**src/rtl/load_pkg.sv**
```systemverilog
// Shared encodings for the load unit: load kinds, FSM states, exception codes
// and the accept-time legality check.
package load_pkg;

  typedef enum logic [2:0] {
    LdLw  = 3'b000,
    LdLh  = 3'b001,
    LdLhu = 3'b010,
    LdLb  = 3'b011,
    LdLbu = 3'b100
  } ld_type_e;

  typedef enum logic [1:0] {
    StIdle = 2'b00,
    StReq  = 2'b01,
    StResp = 2'b10,
    StErr  = 2'b11
  } state_e;

  typedef enum logic [1:0] {
    ExcNone     = 2'b00,
    ExcMisalign = 2'b01,
    ExcIllegal  = 2'b10,
    ExcTimeout  = 2'b11
  } exc_e;

  // Illegal type wins over misalignment.
  function automatic exc_e decode_exc(input logic [2:0] ld_type, input logic [1:0] addr_lo);
    exc_e exc;
    exc = ExcNone;
    if (ld_type > LdLbu) begin
      exc = ExcIllegal;
    end else if (ld_type == LdLw && addr_lo != 2'b00) begin
      exc = ExcMisalign;
    end else if ((ld_type == LdLh || ld_type == LdLhu) && addr_lo[0]) begin
      exc = ExcMisalign;
    end
    return exc;
  endfunction

endpackage

```
**src/rtl/load_extend.sv**
```systemverilog
// Byte/halfword lane selection and sign/zero extension of a memory word.
module load_extend
  import load_pkg::*;
(
  input  logic [31:0] word_i,
  input  logic [2:0]  ld_type_i,
  input  logic [1:0]  addr_i,
  output logic [31:0] data_o
);

  logic [7:0]  byte_sel;
  logic [15:0] half_sel;

  always_comb begin
    unique case (addr_i)
      2'b00: byte_sel = word_i[7:0];
      2'b01: byte_sel = word_i[15:8];
      2'b10: byte_sel = word_i[23:16];
      2'b11: byte_sel = word_i[31:24];
      default: byte_sel = 8'h00;
    endcase
    half_sel = addr_i[1] ? word_i[31:16] : word_i[15:0];

    case (ld_type_i)
      LdLw:    data_o = word_i;
      LdLh:    data_o = {{16{half_sel[15]}}, half_sel};
      LdLhu:   data_o = {16'h0000, half_sel};
      LdLb:    data_o = {{24{byte_sel[7]}}, byte_sel};
      LdLbu:   data_o = {24'h000000, byte_sel};
      default: data_o = 32'h0000_0000;
    endcase
  end

endmodule

```
**src/rtl/load_unit.sv**
```systemverilog
// Load unit: accepts one load at a time, reads the aligned word from data memory,
// extends it, and returns a one-cycle result or an error code.
module load_unit
  import load_pkg::*;
#(
  parameter int unsigned TIMEOUT = 255
) (
  input  logic        clk,
  input  logic        reset,
  input  logic        ld_valid,
  input  logic [2:0]  ld_type,
  input  logic [31:0] ld_addr,
  input  logic [31:0] ld_pc,
  output logic        ld_ready,
  output logic        rd_valid,
  output logic [31:0] rd_data,
  output logic [31:0] rd_pc,
  output logic [1:0]  exc_code,
  output logic        mem_req,
  output logic [31:0] mem_addr,
  input  logic        mem_ack,
  input  logic [31:0] mem_rdata
);

  localparam logic [7:0] CntLast = 8'(TIMEOUT - 1);

  state_e      state_q, state_d;
  exc_e        exc_q, exc_d;
  exc_e        acc_exc;
  logic [2:0]  type_q, type_d;
  logic [31:0] addr_q, addr_d;
  logic [31:0] pc_q, pc_d;
  logic [31:0] data_q, data_d;
  logic [7:0]  cnt_q, cnt_d;
  logic [31:0] ext_data;

  load_extend u_extend (
    .word_i   (mem_rdata),
    .ld_type_i(type_q),
    .addr_i   (addr_q[1:0]),
    .data_o   (ext_data)
  );

  always_comb begin
    state_d = state_q;
    exc_d   = exc_q;
    type_d  = type_q;
    addr_d  = addr_q;
    pc_d    = pc_q;
    data_d  = data_q;
    cnt_d   = cnt_q;
    acc_exc = decode_exc(ld_type, ld_addr[1:0]);
    unique case (state_q)
      StIdle: begin
        if (ld_valid) begin
          type_d  = ld_type;
          addr_d  = ld_addr;
          pc_d    = ld_pc;
          data_d  = 32'h0000_0000;
          cnt_d   = 8'h00;
          exc_d   = acc_exc;
          state_d = (acc_exc == ExcNone) ? StReq : StErr;
        end
      end
      StReq: begin
        if (mem_ack) begin
          data_d  = ext_data;
          state_d = StResp;
        end else if (cnt_q == CntLast) begin
          exc_d   = ExcTimeout;
          state_d = StErr;
        end else begin
          cnt_d = cnt_q + 8'h01;
        end
      end
      StResp, StErr: state_d = StIdle;
      default: state_d = StIdle;
    endcase
  end

  always_ff @(posedge clk) begin
    if (!reset) begin
      state_q <= StIdle;
      exc_q   <= ExcNone;
      type_q  <= 3'b000;
      addr_q  <= 32'h0000_0000;
      pc_q    <= 32'h0000_0000;
      data_q  <= 32'h0000_0000;
      cnt_q   <= 8'h00;
    end else begin
      state_q <= state_d;
      exc_q   <= exc_d;
      type_q  <= type_d;
      addr_q  <= addr_d;
      pc_q    <= pc_d;
      data_q  <= data_d;
      cnt_q   <= cnt_d;
    end
  end

  // Result fields are forced to zero outside the single result cycle.
  assign ld_ready = (state_q == StIdle);
  assign mem_req  = (state_q == StReq);
  assign mem_addr = mem_req ? {addr_q[31:2], 2'b00} : 32'h0000_0000;
  assign rd_valid = (state_q == StResp) || (state_q == StErr);
  assign rd_data  = (state_q == StResp) ? data_q : 32'h0000_0000;
  assign rd_pc    = rd_valid ? pc_q : 32'h0000_0000;
  assign exc_code = (state_q == StErr) ? exc_q : ExcNone;

endmodule

```
**config.mk**
```make
export PLATFORM = sky130hd
export DESIGN_NAME = load_unit
export DESIGN_NICKNAME = d
export VERILOG_FILES = /design/src/rtl/load_pkg.sv /design/src/rtl/load_extend.sv /design/src/rtl/load_unit.sv
export SDC_FILE = /design/constraint.sdc
export NUM_CORES = 1
export LEC_CHECK = 0
export CAP_MARGIN = 30
export CORE_UTILIZATION = 48
export DETAILED_ROUTE_END_ITERATION = 10
export PLACE_DENSITY = 0.88
export RECOVER_POWER = 25
export SYNTH_ARGS = -nofsm -noshare
export SYNTH_HDL_FRONTEND = slang
export SYNTH_SLANG_ARGS = --single-unit
```
**constraint.sdc**
```tcl
create_clock -name clk -period 3.9 [get_ports clk]
set_clock_uncertainty 0.05 [all_clocks]
set_input_delay 0.78 -clock clk [delete_from_list [all_inputs] [get_ports clk]]
set_output_delay 0.78 -clock clk [all_outputs]
set_load 0.01 [all_outputs]
```
---- After elaboration in Yosys (flattened, before gate mapping) ----
Index checks and enable logic that the tools add are counted.
storage, ports and cells
  register bits after elaboration ......... 111
  input port bits ......................... 103
cells by class
  add/sub/neg operators ................... 1
  $lt $le $gt $ge ......................... 1
  eq/ne operators ......................... 19
  mux-type cells .......................... 25
  reductions and logical operators ........ 17
operators with widths
  operator                                                number
  2-to-1 mux 32 bit                                       5
  case mux 32 bit (5 select lines)                        1
  case mux 32 bit (2 select lines)                        1
  case mux 8 bit (4 select lines)                         1
  2-to-1 mux 8 bit                                        3
  2-to-1 mux 16 bit                                       1
  2-to-1 mux 2 bit                                        8
  case mux 8 bit (2 select lines)                         1
  equality test 3 x 2 -> 1 bit (second input constant)    3
  adder 8 x 1 -> 8 bit (second input constant)            1
  equality test 2 bit (second input constant)             4
  equality test 8 bit (second input constant)             1
  AND reduction 4 bit                                     2
  equality test 3 x 1 -> 1 bit (second input constant)    2
  logical NOT 2 bit                                       3
  logical NOT 3 bit                                       2
  inequality test 2 bit (second input constant)           3
  case mux 2 bit (3 select lines)                         1
  equality test 2 x 1 -> 1 bit (second input constant)    2
  inequality test 2 x 1 -> 1 bit (second input constant)  2
  case mux 2 bit (2 select lines)                         1
  AND reduction 2 bit                                     2
  nonzero test 2 bit                                      2
  equality test 3 bit (second input constant)             1
  7 further kinds                                         10

---- Longest topological paths before layout ----
Gate-level depths: netlist of the first run.
  depth in word-level cells ............... 10
  depth in mapped cells ................... 8

---- Hierarchy ----
From an unflattened synthesis of the first run, not the netlist that was laid out.
second synthesis, totals
  cell total of the unflattened synthesis .. 738
  area, all modules ....................... 5794.3 sq um
by module, submodules not included
  module       times used  cells each  area an instance (sq um)  seq. area each (sq um)
  load_unit    1           616         4963.5                    2222.1
  load_extend  1           122         830.8                     0.0

---- Least setup slack after synthesis of the first run ----
OpenSTA, ideal clock, no wires.
  kind .................................... register to output
  from .................................... register state_q[1]
  to ...................................... output rd_data[10]
  arrival time ............................ 1.234 ns
  setup slack ............................. 1.836 ns
  cell stages (with the launch flop) ...... 5
  buffers on the path ..................... 2
  cells stage by stage .................... dfxtp_1 > clkbuf_1 > nor2b_1 > clkbuf_1 > and2_1
on the way
  longest elaborated chain between the ends .. 2
ends and longest elaborated chain
  what                    RTL line          RTL
  from (decl)             load_unit.sv:27   state_e state_q, state_d;
  from (signal assigned)  load_unit.sv:83   state_q <= StIdle;
  from (signal assigned)  load_unit.sv:91   state_q <= state_d;
  equality test 2 bit     load_unit.sv:106  assign rd_data = (state_q == StResp) ? data_q : 32'h0000_0000;
  2-to-1 mux 32 bit       load_unit.sv:106
  to (decl)               load_unit.sv:16   output logic [31:0] rd_data,
No other way between the ends.

---- Worst setup path after layout of the first run ----
  from .................................... input reset
  to ...................................... register pc_q[18]
RTL lines
  what                  RTL line         RTL
  from (decl)           load_unit.sv:9   input logic reset,
  to (signal assigned)  load_unit.sv:95  pc_q <= pc_d;
  to (decl)             load_unit.sv:32  logic [31:0] pc_q, pc_d;
No word-level cell between the ends.

==> flow_summary.yaml, run 1 <==
setup_path:
  cpMaxStageDelayCell: "inv_1"
  cp_max_fo: 42
  startpoint_type: "input pin"
  cp.arrival_ns: 3.46
  rrSetupSlack_ns: 0.90
  r2r-end: "pc_q[1]$_SDFFE_PN0P_"
  end_kind: "register"
  critPathBufInv: 3
  critPathTopFamily: "buffers and inverters"
  worstPathCellList: "dlygate4sd3_1 -> inv_1 -> clkbuf_2 -> a21oi_1"
  rr_startpoint: "state_q[1]$_SDFFE_PN0P_"
  reg2reg_depth: 6
  cpPeakStageDelay_ns: 1.04
  worstSetupPathType: "in -> reg"
  critPathRequiredTime_ns: 4.06
power_and_ir_drop:
  swShare: 0.271
  p_switching_uw: 675
  p_clk_frac: 0.302
  seq_power_share: 0.500
  p_comb_frac: 0.199
  max-vdd-ir-drop_mv: 0.207
  p_per_area_mw_per_mm2: 332
  leakage_nw: 2.70
  intPower_mw: 1.81
logic_synthesis:
  synthTopCellsByCount: "nand2_1 (145), dfxtp_1 (111), and2_1 (99), a21oi_1 (84), clkbuf_1 (35)"
  syn_area_mm2: 0.00533
  yosysMostFrequentCell: "nand2_1"
  synthArstFlopShare: 0
  syn_area_per_cell_um2: 8.40
  synth_top_area_cell: "dfxtp_1"
  yosys_warnings: 0
  synth-seq-cells: 111
  synth_enable_flop_cells: 0
  ys_top_cells_by_area: "dfxtp_1 (42%), and2_1 (12%), nand2_1 (10%)"
  synth-main-ff-cell: "dfxtp_1"
  ys_seq_area_frac: 0.417
  synth_top_area_share: 0.417
  synth_cell_type_count: 51
  syn_inst: 634
min_path:
  whs_path_depth: 2
  hp-start: "pc_q[15]$_SDFFE_PN0P_"
  min_to: "pc_q[15]$_SDFFE_PN0P_"
  holdCritPathClass: "reg -> reg"
sta:
  fin_crit_ns: 3.29
  layout_setup_ws_ns: 0.606
  tightest_slew_ns: 1.52
  setup_viol: 0
  relSlewSlack: -0.0185
  fmax_mhz: 304
  rsz0062_at_grt: "false"
  drv_slew: 49
  post-route-period-util: 0.845
  tns_ns: 0
  hold_viol: 0
die:
  io_pins: 204
  rows: 38
  start_util: 0.491
  die_y_um: 107
  fp.coreArea_mm2: 0.0108
  die_w_um: 107
  die-area_mm2: 0.0115
placement:
  placedCellCount: 927
  post-place-ws_ns: 1.07
  gp_congestion: 0.854
  hpwlAfterDp_um: 11100
  port_buffers: 201
finish:
  n_antenna_cell: 0
  area_growth_pct: 40.8
  final_util: 0.692
  fill_cells: 829
  num-nets-final: 903
  drive_gt1_frac: 0.0486
  instances_no_fill: 942
grt:
  antenna_found_initial: 0
  first_global_vias: 5025
  grt_start_max_net_pins: 49
  grt_overflow_total: 0
  grtUsageTotal: 0.268
  grt_pass1_wl_um: 24500
detailed_routing:
  routed_via_density: 5.56
  ant_nets: 0
  drt_wl_total_um: 15700
  num_vias: 5242
  wire_per_inst_um: 16.7
  detailedRoute.firstIterationViolations: 415
  firstDrtPassIters: 6
  drc_errors: 0
clocking:
  hold_buffers: 0
  path_clk_slew_ns: 0.10
  cts_buffers: 9
  cts_resized: 0
  clock_path_buffers: 2
  cts_sinks: 111
  cts_root_buffer: "clkbuf_8"
  clock_latency_ns: 0.36
  h-tree-depth: 3
  cts_setup_buffers: 0
  cts_tree: "done"
flow_run:
  cap_violations: 1
run_status:
  violations: "max-capacitance violations, max-slew violations"
  status: "finished with violations"
[power groups by stage]
stage | sequential (mW) | clock (mW) | combinational, mW
2_1_floorplan | 1.25 | 0 | 0.303
5_1_grt | 1.25 | 0.810 | 0.536
6_report | 1.24 | 0.750 | 0.494
3_5_place_dp | 1.27 | 0 | 0.490
3_3_place_gp | 1.27 | 0 | 0.472
4_1_cts | 1.24 | 0.759 | 0.493
[per-stage QoR]
step                cell area [um2]  total power, mW  hold WS [ns]
detailed placement             7290             1.76         0.389
global route                   7500             2.60         0.423
CTS                            7500             2.49         0.406
global placement               7290             1.74         0.387
floorplan                      5330             1.55         0.374
finish                         7500             2.49         0.403
[routing by layer]
| layer | vias up | GRT usage | routed length [um] |
|---|---|---|---|
| met5 | - | 0 | 0 |
| met3 | 38 | 0.0726 | 1570 |
| met4 | 0 | 0.131 | 563 |
| met2 | 297 | 0.444 | 7460 |
| met1 | 2390 | 0.321 | 6130 |
| li1 | 2517 | - | - |
[layout make-up]
cell class | instances | area, um2 | share of cell area
tap | 140 | 175 | 0.0234
sequential | 111 | 2220 | 0.296
timing repair buffer | 210 | 2070 | 0.277
multi-input combinational | 464 | 2810 | 0.374
clock buffer | 12 | 145 | 0.0194
inverter | 2 | 7.51 | 0.00100
clock inverter | 3 | 67.6 | 0.00901
[worst max-delay path by stage]
stage                                  from                       to  slack, ns  cells after the start
floorplan           state_q[1]$_SDFFE_PN0P_              rd_data[10]       1.84                      4
global placement                      reset  addr_q[29]$_SDFFE_PN0P_       1.13                      4
detailed placement  state_q[0]$_SDFFE_PN0P_             mem_addr[22]       1.07                      3
CTS                 state_q[0]$_SDFFE_PN0P_              mem_addr[6]       0.64                      3
global route                          reset   addr_q[3]$_SDFFE_PN0P_       0.45                      4
finish                                reset    pc_q[18]$_SDFFE_PN0P_       0.61                      4
[kinds of logic after synthesis]
family | share of synthesized area
AOI/OAI and AO/OA | 0.206
xor gates and xnor gates | 0.00822
and+or+nand+nor | 0.259
other | 0.000704
buffers and inverters | 0.0571
muxes | 0.0449
DFF | 0.417
adders and majority gates | 0.00658
[flip-flops by register name (all words and copies together), names as in the netlist]
| register | count |
|---|---|
| addr_q | 32 |
| cnt_q | 8 |
| data_q | 32 |
| exc_q | 2 |
| pc_q | 32 |
| state_q | 2 |
| type_q | 3 |
[placed cells by master, fill, tap and decap left out, types with 5 or more instances in the layout]
master and n:
clkdlybuf4s50_1 199, a22oi_1 16, nand2_1 145, a21oi_1 84, clkbuf_8 10, a211oi_1 14
mux4_2 5, nor2_1 9, dfxtp_1 111, and2_1 98, o2bb2ai_1 19, buf_4 7
a222oi_1 13
[tightest hold or removal path, stage by stage, from the launching register on]
cell	delay, ns
dfxtp_1	0.32
nand2_1	0.05
a21oi_1	0.05
Note: power is estimated with default switching activity, not from simulation.
==> run 2, diff against run 1 <==
--- a/config.mk
+++ b/config.mk
@@ -6,9 +6,9 @@
 export NUM_CORES = 1
 export LEC_CHECK = 0
 export CAP_MARGIN = 30
-export CORE_UTILIZATION = 48
+export CORE_UTILIZATION = 44
 export DETAILED_ROUTE_END_ITERATION = 10
-export PLACE_DENSITY = 0.88
+export PLACE_DENSITY = 0.82
 export RECOVER_POWER = 25
 export SYNTH_ARGS = -nofsm -noshare
 export SYNTH_HDL_FRONTEND = slang
==> constraint.sdc (replaced) <==
create_clock -name clk -period 3.3 [get_ports clk]
set_clock_uncertainty 0.05 [all_clocks]
set_input_delay 0.66 -clock clk [delete_from_list [all_inputs] [get_ports clk]]
set_output_delay 0.66 -clock clk [all_outputs]
set_load 0.01 [all_outputs]
==> flow_summary.yaml, run 2 (synthesis gave the netlist of run 1 again) <==
run_status:
  status: "finished with violations"
  violations: "design-rule violations"
setup_path:
  end_kind: "primary output"
  startpoint: "state_q[0]$_SDFFE_PN0P_"
  critPathRequiredTime_ns: 2.59
  rr_startpoint: "state_q[0]$_SDFFE_PN0P_"
  startpoint_type: "register"
  cp_max_fo: 32
  worstSetupPathType: "reg -> out"
  r2r-end: "data_q[28]$_SDFFE_PN0P_"
  cp.arrival_ns: 2.40
  crit_end: "mem_addr[10]"
  reg2reg_depth: 4
  rrSetupSlack_ns: 0.86
sta:
  fin_crit_ns: 3.11
  rsz0062_at_grt: "false"
  setup_viol: 0
  tns_ns: 0
  hold_viol: 0
  whs_ns: 0.400
  relSlewSlack: 0.146
  tightest_slew_ns: 1.28
  post-route-period-util: 0.943
  drv_slew: 0
  fmax_mhz: 321
finish:
  regArea_mm2: 0.00222
  layout_commonest_cell: "clkdlybuf4s50_1"
  area_growth_pct: 42.8
  drive_gt1_frac: 0.0498
  fill_cells: 959
  n_antenna_cell: 0
  layout_common_cells: "clkdlybuf4s50_1 (200), nand2_1 (144), dfxtp_1 (111)"
  multi_input_area_mm2: 0.00281
  num-nets-final: 904
  reg_top3: "addr_q (32), data_q (32), pc_q (32)"
  post-route-cell-area_mm2: 0.00760
grt:
  antenna_found_initial: 0
  grt_overflow_total: 0
  grt_pass1_wl_um: 25300
  first_global_vias: 5107
  grtUsageTotal: 0.254
  grt_start_max_net_pins: 47
flow_run:
  cap_violations: 0
placement:
  gp_congestion: 0.912
  port_buffers: 201
  place_area_mm2: 0.00732
  hpwlAfterDp_um: 11200
clocking:
  cts_tree: "done"
  cts_root_buffer: "clkbuf_16"
  cts_buffers: 9
  clock_latency_ns: 0.35
  cts_resized: 0
  hold_buffers: 0
  path_clk_slew_ns: 0.07
  h-tree-depth: 3
  cts_sinks: 111
  cts_setup_buffers: 0
  clock_path_buffers: 2
min_path:
  holdCritPathClass: "reg -> reg"
die:
  die_y_um: 112
  rows: 39
  die_w_um: 112
  fp.coreArea_mm2: 0.0116
  die-area_mm2: 0.0125
  start_util: 0.459
  io_pins: 204
detailed_routing:
  wire_per_inst_um: 16.7
  detailedRoute.firstIterationViolations: 387
  num_vias: 5259
  firstDrtPassIters: 11
  routed_via_density: 5.55
  drc_errors: 13
  ant_nets: 0
  drt_wl_total_um: 15800
power_and_ir_drop:
  power.total_mw: 3.16
  max-vdd-ir-drop_mv: 0.282
  leakage_nw: 2.75
  p_per_area_mw_per_mm2: 416
[run 2: layer usage]
layer  global-route usage  part of all wire  routed length [um]  vias to the layer above
met5                    0                 0                   0                        -
met2                0.422              0.47                7440                      268
met4               0.0862             0.018                 289                        0
met3               0.0778             0.097                1530                       26
li1                     -                 -                   -                     2524
met1                0.313              0.41                6520                     2441
[run 2: area by class of cell]
type / count / share of cell area
tap: 143 / 0.0235
timing repair buffer: 211 / 0.274
sequential: 111 / 0.292
inverter: 2 / 0.000987
clock inverter: 2 / 0.00510
multi-input combinational: 464 / 0.369
clock buffer: 14 / 0.0347
[run 2: critical path: stages (launching register included)]
cell,delay [ns]
dfxtp_1,0.53
and2b_1,0.71
and2_1,0.25
clkdlybuf4s50_1,0.55
[run 2: worst min-delay path by stage]
| stage | slack [ns] | start | depth (start not counted) | endpoint |
|---|---|---|---|---|
| after floorplan | 0.37 | data_q[14]$_SDFFE_PN0P_ | 1 | data_q[14]$_SDFFE_PN0P_ |
| after detailed placement | 0.39 | data_q[29]$_SDFFE_PN0P_ | 1 | data_q[29]$_SDFFE_PN0P_ |
| final | 0.40 | pc_q[15]$_SDFFE_PN0P_ | 2 | pc_q[15]$_SDFFE_PN0P_ |
| after global placement | 0.39 | pc_q[21]$_SDFFE_PN0P_ | 2 | pc_q[21]$_SDFFE_PN0P_ |
| after CTS | 0.40 | pc_q[7]$_SDFFE_PN0P_ | 2 | pc_q[7]$_SDFFE_PN0P_ |
| after global routing | 0.42 | addr_q[27]$_SDFFE_PN0P_ | 2 | addr_q[27]$_SDFFE_PN0P_ |
[run 2: through the flow]
| stage | setup slack [ns] | util | cells |
|---|---|---|---|
| finish | 0.188 | 0.655 | 947 |
| global route | 0.0213 | 0.655 | 947 |
| CTS | 0.184 | 0.656 | 947 |
| detailed placement | 0.322 | 0.630 | 931 |
| global placement | 0.443 | 0.630 | 931 |
| floorplan | 1.36 | - | 635 |
[run 2: power by group]
group / internal (mW) / switching, mW / total [mW]
Sequential: 1.42 / 0.0511 / 1.47
Combinational: 0.283 / 0.301 / 0.584
Clock: 0.633 / 0.475 / 1.11
==> run 3, diff against run 2 <==
--- a/config.mk
+++ b/config.mk
@@ -6,10 +6,10 @@
 export NUM_CORES = 1
 export LEC_CHECK = 0
 export CAP_MARGIN = 30
-export CORE_UTILIZATION = 44
+export CORE_UTILIZATION = 28
 export DETAILED_ROUTE_END_ITERATION = 10
-export PLACE_DENSITY = 0.82
-export RECOVER_POWER = 25
+export PLACE_DENSITY = 0.57
+export RECOVER_POWER = 100
 export SYNTH_ARGS = -nofsm -noshare
 export SYNTH_HDL_FRONTEND = slang
 export SYNTH_SLANG_ARGS = --single-unit
==> flow_summary.yaml, run 3 (synthesis gave the netlist of run 1 again) <==
run_status:
  status: "complete, no violations"
setup_path:
  rr_startpoint: "state_q[1]$_SDFFE_PN0P_"
  end_kind: "primary output"
  cp.arrival_ns: 2.24
  critPathRequiredTime_ns: 2.59
  rrSetupSlack_ns: 0.62
  worstSetupPathType: "reg -> out"
  startpoint: "state_q[1]$_SDFFE_PN0P_"
  cp_max_fo: 32
  startpoint_type: "register"
finish:
  area_growth_pct: 46.0
  instances_no_fill: 1041
  reg_top3: "addr_q (32), data_q (32), pc_q (32)"
  final_util: 0.416
  fill_cells: 1901
  layout_common_cells: "nand2_1 (145), clkdlybuf4s50_1 (139), dfxtp_1 (111)"
  layout_commonest_cell: "nand2_1"
  n_antenna_cell: 0
  drive_gt1_frac: 0.0545
  num-nets-final: 907
sta:
  relSlewSlack: 0.165
  fmax_mhz: 338
  whs_ns: 0.400
  drv_slew: 0
  setup_viol: 0
  post-route-period-util: 0.895
  fin_crit_ns: 2.95
  rsz0062_at_grt: "false"
  tns_ns: 0
  hold_viol: 0
  tightest_slew_ns: 1.25
die:
  rows: 50
  fp.coreArea_mm2: 0.0187
  die-area_mm2: 0.0196
  start_util: 0.285
  die_y_um: 140
  die_w_um: 140
  io_pins: 204
min_path:
  holdCritPathClass: "reg -> reg"
  hp-start: "pc_q[4]$_SDFFE_PN0P_"
power_and_ir_drop:
  p_switching_uw: 911
  max-vdd-ir-drop_mv: 0.378
  p_comb_frac: 0.182
  p_clk_frac: 0.364
  power.total_mw: 3.24
  intPower_mw: 2.33
  seq_power_share: 0.454
  leakage_nw: 2.96
  swShare: 0.281
  p_per_area_mw_per_mm2: 416
grt:
  antenna_found_initial: 0
  grt_pass1_wl_um: 26600
  grt_start_max_net_pins: 49
  grtUsageTotal: 0.174
  first_global_vias: 4815
  grt_overflow_total: 0
clocking:
  hold_buffers: 0
  clock_latency_ns: 0.36
  clock_path_buffers: 2
  cts_setup_buffers: 0
  cts_resized: 0
  cts_sinks: 111
  cts_tree: "done"
  h-tree-depth: 3
  path_clk_slew_ns: 0.08
  cts_buffers: 9
  cts_root_buffer: "clkbuf_16"
placement:
  hpwlAfterDp_um: 11500
  placedCellCount: 1025
  port_buffers: 201
  gp_congestion: 0.806
flow_run:
  cap_violations: 0
detailed_routing:
  wire_per_inst_um: 16.1
  drc_errors: 0
  detailedRoute.firstIterationViolations: 380
  routed_via_density: 4.90
  firstDrtPassIters: 6
  num_vias: 5105
  ant_nets: 0
  drt_wl_total_um: 16800
==> run 3: worst paths after layout <==
kind / endpoint / cells past startpoint
max: rd_data[17] / 4
max reg2reg: data_q[15]$_SDFFE_PN0P_ / 6
min: pc_q[4]$_SDFFE_PN0P_ / 2
min reg2reg: pc_q[4]$_SDFFE_PN0P_ / 2
==> run 3: metal layers <==
metal,global-route usage,wire length [um]
met4,0.0370,142
met2,0.265,7380
met1,0.227,7510
met3,0.0745,1730
met5,0,0
==> run 3: metrics by stage <==
step	instance area, um2	setup slack [ns]
after floorplan	5330	1.36
after global placement	7480	0.853
after detailed placement	7480	0.865
after CTS	7790	0.450
after global routing	7780	0.169
final	7780	0.345
==> run 3: layout make-up <==
cell class	instances	area [um2]	area share
Clock buffer	10	239	0.0307
Clock inverter	6	75.1	0.00965
Inverter	2	7.51	0.000965
Multi-Input combinational cell	464	2810	0.361
Sequential cell	111	2220	0.286
Tap cell	234	293	0.0376
Timing Repair Buffer	214	2140	0.275
==> run 3: power groups by stage <==
| stage | clock, mW | combinational (mW) | sequential, mW |
|---|---|---|---|
| final | 1.18 | 0.589 | 1.47 |
| after CTS | 1.22 | 0.607 | 1.47 |
| after global routing | 1.26 | 0.653 | 1.48 |
| after floorplan | 0 | 0.359 | 1.47 |
| after detailed placement | 0 | 0.605 | 1.50 |
| after global placement | 0 | 0.601 | 1.50 |
==> run 3: worst max-delay path: stages, from the launching register on <==
cell and delay (ns):
dfxtp_1 0.44, nor2b_1 0.18, clkbuf_2 0.45, and2_1 0.19, dlygate4sd3_1 0.61
